File: config.mk
export PLATFORM = sky130hd
export DESIGN_NAME = ram2_word_ctrl
export DESIGN_NICKNAME = d
export VERILOG_FILES = /design/src/rtl/ram2_word_ctrl.sv
export SDC_FILE = /design/constraint.sdc
export NUM_CORES = 1
export LEC_CHECK = 0
export ABC_AREA = 0
export BUFFER_PORTS_ARGS = -buffer_cell sky130_fd_sc_hd__buf_2
export CORE_ASPECT_RATIO = 0.6
export CORE_MARGIN = 8
export CORE_UTILIZATION = 55
export DETAILED_ROUTE_END_ITERATION = 12
export GPL_TIMING_DRIVEN = 0
export HOLD_SLACK_MARGIN = 0.08
export PLACE_DENSITY = 0.92
export REMOVE_ABC_BUFFERS = 1
export SLEW_MARGIN = 30
export SYNTH_ARGS = -nofsm -noshare
export SYNTH_HDL_FRONTEND = slang
export SYNTH_SLANG_ARGS = --single-unit
File: constraint.sdc
create_clock -name clk -period 7.4 [get_ports clk]
set_clock_uncertainty 0.05 [all_clocks]
set_input_delay 0.74 -clock clk [delete_from_list [all_inputs] [get_ports clk]]
set_output_delay 0.74 -clock clk [all_outputs]
set_load 0.02 [all_outputs]
File: src/rtl/ram2_word_ctrl.sv
// Word-level initiator for the 2-bit fakeram used by the serv_fr register file.
// Each 32-bit request becomes 16 LSB-first RAM beats; reads add one tail cycle for the synchronous read.
module ram2_word_ctrl #(
    parameter int WORD_WIDTH      = 32,
    parameter int RAM_BITS        = 2,
    parameter int RAM_ADDR_WIDTH  = 10,
    parameter int NUM_WORDS       = 36,
    parameter int WORD_ADDR_WIDTH = 6
) (
    input  logic                       clk,
    input  logic                       rst_n,
    input  logic                       req_valid,
    output logic                       req_ready,
    input  logic                       req_we,
    input  logic [WORD_ADDR_WIDTH-1:0] req_addr,
    input  logic [WORD_WIDTH-1:0]      req_wdata,
    input  logic [WORD_WIDTH/8-1:0]    req_wmask,
    output logic                       rsp_valid,
    input  logic                       rsp_ready,
    output logic [WORD_WIDTH-1:0]      rsp_rdata,
    output logic                       rsp_err,
    output logic [RAM_ADDR_WIDTH-1:0]  ram_addr_out,
    output logic                       ram_we_out,
    output logic [RAM_BITS-1:0]        ram_wd_out,
    output logic [RAM_BITS-1:0]        ram_w_mask_out,
    output logic                       ram_ce_out,
    input  logic [RAM_BITS-1:0]        ram_rd_in
);
    localparam int BEATS  = WORD_WIDTH / RAM_BITS;
    localparam int BEAT_W = $clog2(BEATS);
    localparam int MASK_W = WORD_WIDTH / 8;
    localparam logic [BEAT_W-1:0]        LAST_BEAT  = BEAT_W'(BEATS - 1);
    localparam logic [WORD_ADDR_WIDTH:0] ADDR_LIMIT = NUM_WORDS[WORD_ADDR_WIDTH:0];

    typedef enum logic [2:0] {IDLE, WR, RD, RD_TAIL, RESP} state_t;

    state_t                      state_q, state_d;
    logic [BEAT_W-1:0]           beat_q, beat_d, next_beat;
    logic [WORD_WIDTH-1:0]       wdata_q, shift_q;
    logic [MASK_W-1:0]           wmask_q;
    logic [RAM_ADDR_WIDTH-1:0]   base_q, base_new;
    logic                        load_req, shift_en, wr_en;
    logic                        req_ready_d, rsp_valid_d, rsp_err_d;
    logic [WORD_WIDTH-1:0]       rsp_rdata_d;
    logic [RAM_ADDR_WIDTH-1:0]   ram_addr_d;
    logic                        ram_we_d, ram_ce_d;
    logic [RAM_BITS-1:0]         ram_wd_d, ram_mask_d;

    function automatic logic [RAM_BITS-1:0] beat_data(input logic [WORD_WIDTH-1:0] word,
                                                      input logic [BEAT_W-1:0] k);
        logic [WORD_WIDTH-1:0] sh;
        sh = word >> (int'(k) * RAM_BITS);
        return sh[RAM_BITS-1:0];
    endfunction

    // Byte enable that covers beat k.
    function automatic logic beat_en(input logic [MASK_W-1:0] mask, input logic [BEAT_W-1:0] k);
        logic [MASK_W-1:0] sh;
        sh = mask >> ((int'(k) * RAM_BITS) / 8);
        return sh[0];
    endfunction

    function automatic logic [RAM_ADDR_WIDTH-1:0] beat_addr(input logic [RAM_ADDR_WIDTH-1:0] base,
                                                            input logic [BEAT_W-1:0] k);
        return base + RAM_ADDR_WIDTH'(k);
    endfunction

    always_comb begin
        state_d     = state_q;
        beat_d      = beat_q;
        next_beat   = beat_q + BEAT_W'(1);
        base_new    = RAM_ADDR_WIDTH'(req_addr) << BEAT_W;
        load_req    = 1'b0;
        shift_en    = 1'b0;
        wr_en       = 1'b0;
        req_ready_d = req_ready;
        rsp_valid_d = rsp_valid;
        rsp_rdata_d = rsp_rdata;
        rsp_err_d   = rsp_err;
        ram_addr_d  = '0;
        ram_we_d    = 1'b0;
        ram_wd_d    = '0;
        ram_mask_d  = '0;
        ram_ce_d    = 1'b0;
        case (state_q)
            IDLE: begin
                if (req_valid) begin
                    load_req    = 1'b1;
                    req_ready_d = 1'b0;
                    beat_d      = '0;
                    if ({1'b0, req_addr} >= ADDR_LIMIT) begin
                        state_d     = RESP;
                        rsp_valid_d = 1'b1;
                        rsp_err_d   = 1'b1;
                        rsp_rdata_d = '0;
                    end else if (req_we) begin
                        state_d    = WR;
                        wr_en      = beat_en(req_wmask, '0);
                        ram_we_d   = 1'b1;
                        ram_ce_d   = wr_en;
                        ram_mask_d = {RAM_BITS{wr_en}};
                        ram_wd_d   = beat_data(req_wdata, '0);
                        ram_addr_d = base_new;
                    end else begin
                        state_d    = RD;
                        ram_ce_d   = 1'b1;
                        ram_addr_d = base_new;
                    end
                end
            end
            WR: begin
                if (beat_q == LAST_BEAT) begin
                    state_d     = RESP;
                    rsp_valid_d = 1'b1;
                    rsp_err_d   = 1'b0;
                    rsp_rdata_d = '0;
                end else begin
                    beat_d     = next_beat;
                    wr_en      = beat_en(wmask_q, next_beat);
                    ram_we_d   = 1'b1;
                    ram_ce_d   = wr_en;
                    ram_mask_d = {RAM_BITS{wr_en}};
                    ram_wd_d   = beat_data(wdata_q, next_beat);
                    ram_addr_d = beat_addr(base_q, next_beat);
                end
            end
            RD: begin
                // Read data lags the issued beat by one cycle.
                shift_en = (beat_q != '0);
                if (beat_q == LAST_BEAT) begin
                    state_d = RD_TAIL;
                end else begin
                    beat_d     = next_beat;
                    ram_ce_d   = 1'b1;
                    ram_addr_d = beat_addr(base_q, next_beat);
                end
            end
            RD_TAIL: begin
                state_d     = RESP;
                rsp_valid_d = 1'b1;
                rsp_err_d   = 1'b0;
                rsp_rdata_d = {ram_rd_in, shift_q[WORD_WIDTH-1:RAM_BITS]};
            end
            RESP: begin
                if (rsp_ready) begin
                    state_d     = IDLE;
                    rsp_valid_d = 1'b0;
                    req_ready_d = 1'b1;
                    rsp_err_d   = 1'b0;
                    rsp_rdata_d = '0;
                end
            end
            default: state_d = IDLE;
        endcase
    end

    always_ff @(posedge clk or negedge rst_n) begin
        if (!rst_n) begin
            state_q        <= IDLE;
            beat_q         <= '0;
            req_ready      <= 1'b1;
            rsp_valid      <= 1'b0;
            rsp_rdata      <= '0;
            rsp_err        <= 1'b0;
            ram_addr_out   <= '0;
            ram_we_out     <= 1'b0;
            ram_wd_out     <= '0;
            ram_w_mask_out <= '0;
            ram_ce_out     <= 1'b0;
        end else begin
            state_q        <= state_d;
            beat_q         <= beat_d;
            req_ready      <= req_ready_d;
            rsp_valid      <= rsp_valid_d;
            rsp_rdata      <= rsp_rdata_d;
            rsp_err        <= rsp_err_d;
            ram_addr_out   <= ram_addr_d;
            ram_we_out     <= ram_we_d;
            ram_wd_out     <= ram_wd_d;
            ram_w_mask_out <= ram_mask_d;
            ram_ce_out     <= ram_ce_d;
        end
    end

    // Request payload and read assembly carry no reset; they are always loaded before use.
    always_ff @(posedge clk) begin
        if (load_req) begin
            wdata_q <= req_wdata;
            wmask_q <= req_wmask;
            base_q  <= base_new;
        end
        if (shift_en) begin
            shift_q <= {ram_rd_in, shift_q[WORD_WIDTH-1:RAM_BITS]};
        end
    end
endmodule

# Word level (Yosys, flattened, before mapping)
# Index checks and enable logic that the tools add are counted.
[op_classes]
add_sub_neg = 2
mul = 0
div = 0
magnitude_cmp = 1
eq_ne = 11
shift = 2
mux = 52
bitwise = 0
reduce_logical = 10
[op_table]
columns = ["cell", "n"]
rows = [
  ["32-bit two-way mux", 4],
  ["32-bit one-hot mux with 4 select lines", 1],
  ["32-bit by 5-bit right shift with 2-bit output", 1],
  ["10-bit two-way mux", 3],
  ["10-bit one-hot mux with 2 select lines", 1],
  ["1-bit two-way mux", 18],
  ["2-bit two-way mux", 9],
  ["3-bit two-way mux", 5],
  ["3-bit one-hot mux with 5 select lines", 1],
  ["2-bit inequality test, second input constant", 6],
  ["10-bit by 4-bit adder with 10-bit output", 1],
  ["4-bit two-way mux", 2],
  ["1-bit one-hot mux with 4 select lines", 2],
  ["2-bit one-hot mux with 2 select lines", 2],
  ["4-bit one-hot mux with 2 select lines", 1],
  ["4-bit nonzero test", 2],
  ["3-bit by 2-bit equality test with 1-bit output, second input constant", 2],
  ["6-bit >= comparator, second input constant", 1],
  ["3-bit AND reduction", 2],
  ["5-bit AND reduction", 1],
  ["4-bit by 1-bit adder with 4-bit output, second input constant", 1],
  ["4-bit equality test, second input constant", 1],
  ["1-bit one-hot mux with 2 select lines", 2],
  ["4-bit AND reduction", 1],
  ["other kinds (7)", 8],
]
[word_totals]
ff_bits = 132
latchBits = 0
ramBits = 0
rom_bits = 0
output_inout_bits = 51
elab_cells = 93
mem_count = 0

# Longest topological paths before layout
[depth]
ltp_word = 4
ltp_mapped = 8
depth_no_buf = 6

# Worst setup path before layout
# OpenSTA, ideal clock, no wires.
[synth_timing]
path_type = "input to register"
startpoint = "input req_valid"
endpoint = "register base_q[4], enable pin"
setup_ns = 0.441
arrival_time_ns = 2.599
path_slack_ns = 4.310
cell_stages = 2
n_path_buf = 0
cell_sequence = "nand2_1 -> nor2_1"
[synth_via]
elab_chain_cells = 2
[synth_rtl]
columns = ["element", "line", "text"]
rows = [
  ["from (decl)", "12", "input logic req_valid,"],
  ["1-bit two-way mux", "87", "if (req_valid) begin"],
  ["1-bit two-way mux", "85", "case (state_q)"],
  ["via load_req", "42", "logic load_req, shift_en, wr_en;"],
  ["to (signal assigned)", "190", "base_q <= base_new;"],
  ["to (decl)", "41", "logic [RAM_ADDR_WIDTH-1:0] base_q, base_new;"],
]
# The timed path passes the listed nets, and every way through them passes these cells.
# A chain may end at the register's enable or synchronous reset.

# Worst setup path after layout
[layout_timing]
startpoint = "register beat_q[0]"
endpoint = "register ram_wd_out[0]"
[layout_via]
elab_chain_cells = 4
elab_cells_between_ends = 5
[layout_rtl]
columns = ["element", "line", "text"]
rows = [
  ["from (decl)", "38", "logic [BEAT_W-1:0] beat_q, beat_d, next_beat;"],
  ["from (signal assigned)", "172", "beat_q <= beat_d;"],
  ["4-bit by 1-bit adder with 4-bit output", "71", "next_beat = beat_q + BEAT_W'(1);"],
  ["32-bit by 5-bit right shift with 2-bit output", "52", "sh = word >> (int'(k) * RAM_BITS);"],
  ["2-bit two-way mux *", "112", "if (beat_q == LAST_BEAT) begin"],
  ["2-bit one-hot mux with 2 select lines *", "85", ""],
  ["via ram_wd_d[0]", "47", "logic [RAM_BITS-1:0] ram_wd_d, ram_mask_d;"],
  ["to (signal assigned)", "179", "ram_wd_out <= ram_wd_d;"],
  ["to (decl)", "24", "output logic [RAM_BITS-1:0] ram_wd_out,"],
]
# The timed path passes the listed nets; every way through them passes the cells marked *.

==> metrics.md <==
| Metric | Value |
|---|---|
| Initial Utilization | `0.562` |
| First-pass GRT wire length | `15,400 um` |
| DRC viols | `0` |
| Post-DP HPWL | `between 6000 and 7000 um` |
| Post-synth ARST share | `0.442` |
| Synth Flop Type | `edfxtp_1` |
| Worst R2R Start | `beat_q[0]` |
| Crit-path most repeated cell | `mux2i_1` |
| TritonCTS clock tree | `yes` |
| Number of vias per cell | `5.47` |
| Cts hold-fix bufs | `0` |
| Post-CTS Resized | `0` |
| Largest net degree at the start of global routing | `between 50 and 60` |
| WP data arrival | `roughly 2.9 ns` |
| Setup-failing EPs final | `0` |
| Vias in the first global route | `around 2,900` |
| Critical Path Source | `beat_q[0]` |
| Worst vdd ir | `0.000218 V` |
| TNS Setup | `0 ns` |
| Antenna cells | `0` |
| Layout area overhead | `25.5%` |
| Type of element launching the critical path | `flop` |
| Syn Inst Count | `264` |
| Leakage | `2.66 nW` |
| Critical Path End | `ram_wd_out[0]` |
| CP Depth | `6` |
| H-tree depth | `4` |
| Die Y | `between 80 and 90 um` |
| Chip Width | `about 140 um` |
| Num CTS Buffers | `17` |
| DRC marker count from the first detailed-route iteration | `about 180` |
| CP required | `between 7 and 8 ns` |
| Status | `finished clean` |
| Via Count | `approximately 2,700` |
| Post-CTS setup buffer count | `0` |
| Unrepaired setup endpoints after global routing | `false` |
| Antenna viol nets, final | `0` |
| Critical path class | `flop to flop` |
| Commonest non-fill, non-tap cell in the layout | `buf_2` |
| Fin nets | `around 420` |
| RR Endpoint | `ram_wd_out[0]` |
| Mapped Avg Cell Area | `17.9 um^2` |
| Worst-case reg-to-reg path depth | `6` |
| PD cells | `435 nW/um^2` |
| Clk sinks | `129` |
| Clk buf depth | `2` |
| GP Congestion | `~0.78` |
| Root buffer cell | `clkbuf_16` |
| Buf/Inv on CP | `1` |
| Fin crit period | `around 2.6 ns` |
| Total wire length | `approximately 9900 um` |
| Yosys warning total | `0` |
| Total grt overflow | `0` |
| Wire per inst | `19.8 um` |
| Reg2Reg Setup Slack | `approximately 4.8 ns` |
| CP Capture Type | `flop` |
| Worst-margin pin slew | `0.872 ns` |
| Tot Pwr | `around 2.6 mW` |
| Crit-path leading delay family | `flip-flops` |
| GRT Total Usage | `0.175` |
| Sequential-to-total area share from yosys stat | `0.758` |
| Total core area | `approximately 8400 um^2` |
| Final period utilization | `0.356` |
| Count of different cell masters after synthesis | `a little over 40` |
| Post-Syn Area | `between 4000 and 5000 um^2` |
| Clock-pin slew on the worst setup and hold paths | `0.06 ns` |
| Io pins | `100` |
| Die area | `approximately 12,000 um^2` |
| Commonest cells after routing, fill and taps aside | `98 x buf_2, 72 x edfxtp_1, 56 x dfrtp_1` |
| Port Buffers | `99` |
| Slew headroom | `0.417` |
| Largest stage delay, worst path | `between 0.7 and 0.8 ns` |
| Maxcap violations | `0` |
| Post-synth EDFFs | `72` |
| Hold Path Class | `input pin to async pin` |
| Count of final max-slew check failures | `0` |
| Worst path cell trace | `inv_1 -> ha_1 -> mux4_2 -> mux2i_1 -> mux2i_1 -> a32o_1` |
| Crit-path max FO | `13` |
| Layout cell share with drive strength beyond 1 | `0.404` |
| Crit-path slowest cell | `dfrtp_1` |
| Max Clk Rate | `approximately 380 MHz` |
| Detailed Routing Iterations Pass 1 | `4` |
| Initial antenna violation count | `0` |
| Post-Route Utilization | `0.705` |
| Row Count | `26` |
| Clk Latency, worst-skew pair | `about 0.4 ns` |
| Final Hold Vio Count | `0` |
| Number of synthesized register bits | `129` |
==> sequential cells by signal, summed over array words and instances, names as in the netlist, 2 cells and up <==
signal / count
shift_q: 30
beat_q: 4
wmask_q: 4
ram_wd_out: 2
state_q: 3
wdata_q: 32
base_q: 6
ram_addr_out: 10
rsp_rdata: 32
==> worst register-to-register path, stage by stage, from the launching register on <==
cell and delay, ns:
dfrtp_1 0.79, inv_1 0.11, ha_1 0.60, mux4_2 0.37, mux2i_1 0.23, mux2i_1 0.13, a32o_1 0.24
==> cells by family after synthesis <==
group / Yosys count / share of synthesized area
AOI/OAI and AO/OA: 59 / 0.107
muxes: 16 / 0.0576
DFF: 129 / 0.758
buffers and inverters: 19 / 0.0267
and+or+nand+nor: 36 / 0.0394
xor gates and xnor gates: 3 / 0.00555
adders and majority gates: 2 / 0.00528
==> Yosys cell counts (all sizes together), types with 5 or more instances <==
| master | n | area share |
|---|---|---|
| a21o | 5 | 0.0079 |
| inv | 5 | 0.0040 |
| dfrtp | 56 | 0.30 |
| mux4 | 9 | 0.043 |
| edfxtp | 72 | 0.46 |
| clkbuf | 5 | 0.0040 |
| nor2 | 10 | 0.010 |
| nor3 | 6 | 0.0063 |
| nand2 | 8 | 0.0063 |
| a22o | 38 | 0.071 |
| mux2i | 7 | 0.015 |
| buf | 8 | 0.017 |
==> area by class of cell <==
class | count | area (um^2)
Clock buffer | 23 | 478
Clock inverter | 9 | 83.8
Fill cell | 559 | 2480
Inverter | 5 | 18.8
Multi-Input combinational cell | 116 | 1040
Sequential cell | 129 | 3590
Tap cell | 112 | 140
Timing Repair Buffer | 104 | 586
==> metrics by stage <==
step | setup slack (ns) | hold slack, ns | instances | cell area (um^2)
after floorplan | 4.31 | 0.377 | 250 | 4630
after CTS | 4.74 | 0.378 | 497 | 5930
after detailed placement | 4.71 | 0.386 | 465 | 5360
final | 4.77 | 0.354 | 498 | 5940
after global routing | 4.59 | 0.395 | 498 | 5940
after global placement | 3.60 | 0.377 | 461 | 5260
==> worst min-delay path by stage <==
stage / startpoint / end / cells after the start
after CTS: rst_n / rsp_rdata[30] / 1
after detailed placement: shift_q[15] / shift_q[13] / 0
after global placement: shift_q[21] / shift_q[19] / 0
after global routing: rst_n / rsp_rdata[24] / 1
final: rst_n / rsp_rdata[31] / 1
after floorplan: shift_q[27] / shift_q[25] / 0
==> routing by layer <==
metal,up-vias,wire [um],global-route usage
li1,1247,-,-
met4,0,69,0.0581
met3,9,540,0.0521
met5,-,0,0
met2,86,4940,0.284
met1,1381,4300,0.223
==> power by group <==
part	switching, mW	leakage [nW]	total, mW	internal, mW
Clock	0.286	0.265	0.773	0.487
Combinational	0.432	0.972	0.740	0.308
Sequential	0.111	1.42	1.07	0.962
Power figures use the tool's default switching activity.
